<file path="src/rtl/stack_queue_buffer.sv">
// Run-time selectable LIFO/FIFO buffer with occupancy count, almost-full flag
// and sticky, clearable overflow/underflow flags.
module stack_queue_buffer #(
    parameter int N  = 4,
    parameter int WL = 3,
    parameter int AF = N - 1,
    parameter int CW = $clog2(N + 1)
) (
    input  logic          CLK,
    input  logic          RESET,
    input  logic          push,
    input  logic          pop,
    input  logic [WL-1:0] di,
    input  logic          mode_sel,
    input  logic          err_clr,
    output logic [WL-1:0] data,
    output logic [CW-1:0] count,
    output logic          full,
    output logic          empty,
    output logic          almost_full,
    output logic          mode,
    output logic          ovf,
    output logic          unf,
    output logic          error
);

    localparam int PW = $clog2(N);

    logic [WL-1:0] mem [N];
    logic [PW-1:0] rd_ptr, wr_ptr;
    logic [PW-1:0] top_addr, nxt_addr, rd_addr, wr_addr;
    logic          eff_mode, do_push, do_pop, ovf_set, unf_set;

    function automatic logic [PW-1:0] wrap_inc(input logic [PW-1:0] p);
        return (p == PW'(N - 1)) ? '0 : p + PW'(1);
    endfunction

    always_comb begin
        full        = (count == CW'(N));
        empty       = (count == '0);
        almost_full = (count >= CW'(AF));
        error       = ovf | unf;

        // An edge seen while empty already operates in the newly selected mode.
        eff_mode = empty ? mode_sel : mode;
        do_pop   = pop & ~empty;
        do_push  = push & (~full | do_pop);
        ovf_set  = push & ~do_push;
        unf_set  = pop & empty;

        top_addr = PW'(count - CW'(1));
        nxt_addr = PW'(count);
        rd_addr  = eff_mode ? rd_ptr : top_addr;
        // Simultaneous LIFO push/pop replaces the top slot in place.
        wr_addr  = eff_mode ? wr_ptr : (do_pop ? top_addr : nxt_addr);
    end

    always_ff @(posedge CLK) begin
        if (!RESET) begin
            data   <= '0;
            count  <= '0;
            mode   <= 1'b0;
            ovf    <= 1'b0;
            unf    <= 1'b0;
            rd_ptr <= '0;
            wr_ptr <= '0;
        end else begin
            if (empty)
                mode <= mode_sel;
            if (do_pop)
                data <= mem[rd_addr];
            if (do_push && !do_pop)
                count <= count + CW'(1);
            else if (do_pop && !do_push)
                count <= count - CW'(1);
            if (eff_mode && do_push)
                wr_ptr <= wrap_inc(wr_ptr);
            if (eff_mode && do_pop)
                rd_ptr <= wrap_inc(rd_ptr);
            // A fresh error at the clearing edge takes priority over the clear.
            ovf <= ovf_set | (ovf & ~err_clr);
            unf <= unf_set | (unf & ~err_clr);
        end
    end

    always_ff @(posedge CLK) begin
        if (RESET && do_push)
            mem[wr_addr] <= di;
    end

endmodule

</file>
<file path="config.mk">
export PLATFORM = sky130hd
export DESIGN_NAME = stack_queue_buffer
export DESIGN_NICKNAME = d
export VERILOG_FILES = /design/src/rtl/stack_queue_buffer.sv
export SDC_FILE = /design/constraint.sdc
export NUM_CORES = 1
export LEC_CHECK = 0
export CAP_MARGIN = 30
export CORE_MARGIN = 2
export CORE_UTILIZATION = 48
export CTS_BUF_LIST = sky130_fd_sc_hd__clkbuf_4 sky130_fd_sc_hd__clkbuf_8
export DETAILED_ROUTE_END_ITERATION = 6
export GPL_ROUTABILITY_DRIVEN = 0
export GPL_TIMING_DRIVEN = 1
export PLACE_DENSITY = 0.78
export SLEW_MARGIN = 20
export SYNTH_ARGS = -nofsm -noshare
export SYNTH_HDL_FRONTEND = slang
export SYNTH_SLANG_ARGS = --single-unit
</file>
<file path="constraint.sdc">
create_clock -name CLK -period 2.4 [get_ports CLK]
set_input_delay 0.36 -clock CLK [delete_from_list [all_inputs] [get_ports CLK]]
set_output_delay 0.36 -clock CLK [all_outputs]
set_load 0.01 [all_outputs]
</file>
==> out/qor.csv <==
metric,value,unit
Starting Density,50.30,%
worst slew pin tran,0.3555,ns
Mapped Area,1246,µm²
initial antenna violation count,0,
Post-CTS Repair Setup Buffers,0,
CP bufs+invs,2,
sequential area share after synthesis,49.80,%
input/output buffers,21,
critical path endpoint category,flop,
Final Power,1.762,mW
Clock transition at path regs,0.14,ns
Area Overhead vs Synth,26.41,%
vias per cell,5.175,
top post-synthesis cells by area,"edfxtp_1, dfxtp_1, ha_1",
Clock Tree Buf Depth,2,
clock skew,0.002722,ns
Synth Warn #,0,
cells after synthesis,106,
starting DRC count in detailed routing,9,
top-count cell post-synth,dfxtp_1,
Peak Freq,437.8,MHz
remaining antenna violation count after routing,0,
clock latency on the worst-skew pair,0.31,ns
boundary pin count,22,
Die X,54.96,µm
RSZ-0062 raised after global routing,false,
status,completed,
Yosys cell types,31,
number of flops mapped to enable cells by yosys,12,
CP top delay family,multiplexers,
"top cells by count, synth","dfxtp_1, edfxtp_1, ha_1, nor2b_1, inv_1",
Core Rows,18,
TritonCTS buffer count,3,
gr usage total,16.82,%
setup TNS,0,ns
final-layout fill cell count,199,
crit path launch type,flop,
CTS Sinks,25,
Core Footprint,2477,µm²
DRT Pass-1 Iters,4,
TritonCTS clock tree,built,
first-pass GRT wire length,3.574,mm
maximum vdd drop,0.7443,mV
"area leader, netlist",edfxtp_1,
CP cell instances,inv_1 -> ha_2 -> nand2b_4 -> inv_4 -> mux2_4 -> mux2i_4 -> mux2_1 -> a221o_1,
largest net degree at the start of global routing,16,
die area,3020,µm²
WL per Instance,13.36,µm
min Tclk post-route,2.284,ns
Max stage delay on crit path,0.36,ns
number of nets in the layout,153,
vias in the first global route,789,
"Remaining Overflow, GRT",0,
leakage power total,0.6120,nW
Final Hold Vio Count,0,
"flops & latches, synth",25,
CTS root buf,clkbuf_4,
hold buffer count at CTS,0,
DP HPWL,1.772,mm
"FFs w/ async S/R, synth",0,%
vias post-DR,859,
post-CTS sizing,0,
"critical path fanouts, max",7,
Ant. Diodes,0,
syn avg cell area,11.76,µm²
Max Cap Viol,0,
Setup Crit Path Kind,reg2reg,
final period utilization,95.18,%
HP Class,reg2reg,
final WL,2.218,mm
share of the synthesized area in the top cell type,28.92,%
Power Density,1119,nW/µm²
CP max stage cell,mux2_1,
CTS H-tree depth,1,
share of cells above drive strength 1,17.65,%
CP required,2.62,ns
DRC viols,0,
top_reg_cell synth,dfxtp_1,
syn_nets,122,
CP arrival,2.50,ns
die height,54.96,µm
final setup vio count,0,
Slew headroom,76.25,%
max-slew violation count,0,
-- tightest hold or removal path: stages, from the launching register on --
cell	delay, ns
dfxtp_1	0.36
mux2i_1	0.12
nor2b_1	0.06
-- final cells by class --
cell class / count / area (µm²) / share of cell area (%)
multi-input combinational: 73 / 601.8 / 38.20
clock buffer: 3 / 22.52 / 1.430
clock inverter: 1 / 7.507 / 0.4766
tap: 30 / 37.54 / 2.383
inverter: 7 / 28.78 / 1.827
timing repair buffer: 27 / 255.2 / 16.20
sequential: 25 / 621.8 / 39.48
-- metal layers --
layer	part of all wire, %	track usage, %	vias up
met5	0	0	-
met4	0.86	4.878	0
met3	3.1	2.419	2
met2	47	26.59	11
met1	49	24.05	407
li1	-	-	439
-- cells in the final DEF, fill, tap and decap left out, types with 4 or more instances in the layout --
cell / Yosys / layout
and2_1: 5 / 5
clkdlybuf4s50_1: 0 / 21
o21ai_0: 4 / 4
ha_1: 7 / 6
inv_1: 6 / 6
nor2b_1: 7 / 7
buf_4: 0 / 6
edfxtp_1: 12 / 12
mux2i_1: 5 / 5
nor2_1: 4 / 4
a21oi_1: 5 / 5
dfxtp_1: 13 / 12
mux2_1: 4 / 4
-- sequential cells by signal, indices dropped and copies added (netlist names) --
register and cells:
data 3, count 3, unf 1, mem 12, ovf 1, rd_ptr 2
mode 1, wr_ptr 2
-- report_power, final --
part           switching (mW)  total (mW)  leakage [nW]  internal, mW
clock network           0.124       0.188        0.0139        0.0634
registers              0.0608       0.610         0.216         0.549
logic                   0.436       0.964         0.382         0.528
-- per-stage QoR --
step / util [%] / hold WS, ns / worst slack, ns / std cells / area (µm²)
floorplan: - / 0.4589 / 0.06150 / 106 / 1246
global placement: 61.97 / 0.5327 / 0.1544 / 162 / 1535
detailed placement: 61.97 / 0.5517 / 0.07138 / 162 / 1535
CTS: 63.18 / 0.5643 / 0.03338 / 166 / 1565
global route: 63.59 / 0.6181 / 0.01523 / 166 / 1575
finish: 63.59 / 0.5669 / 0.1158 / 166 / 1575
-- worst paths after layout --
path	start	slack, ns	cells after the start	endpoint
worst max register to register	count[0]	0.12	8	data[2]
worst min register to register	wr_ptr[1]	0.57	2	wr_ptr[1]
worst max-delay path	count[0]	0.12	8	data[2]
worst min-delay path	wr_ptr[1]	0.57	2	wr_ptr[1]
-- cell families after synthesis --
kind of cell | after synthesis | synth area share (%)
AND/OR/NAND/NOR | 36 | 18.17
flip-flops | 25 | 49.80
AO/OA/AOI/OAI | 14 | 7.229
multiplexers | 13 | 13.05
buffers and inverters | 8 | 2.610
adder cells (fa/ha/maj) | 7 | 7.028
XOR/XNOR | 3 | 2.109
Note: power is estimated with default switching activity, not from simulation.
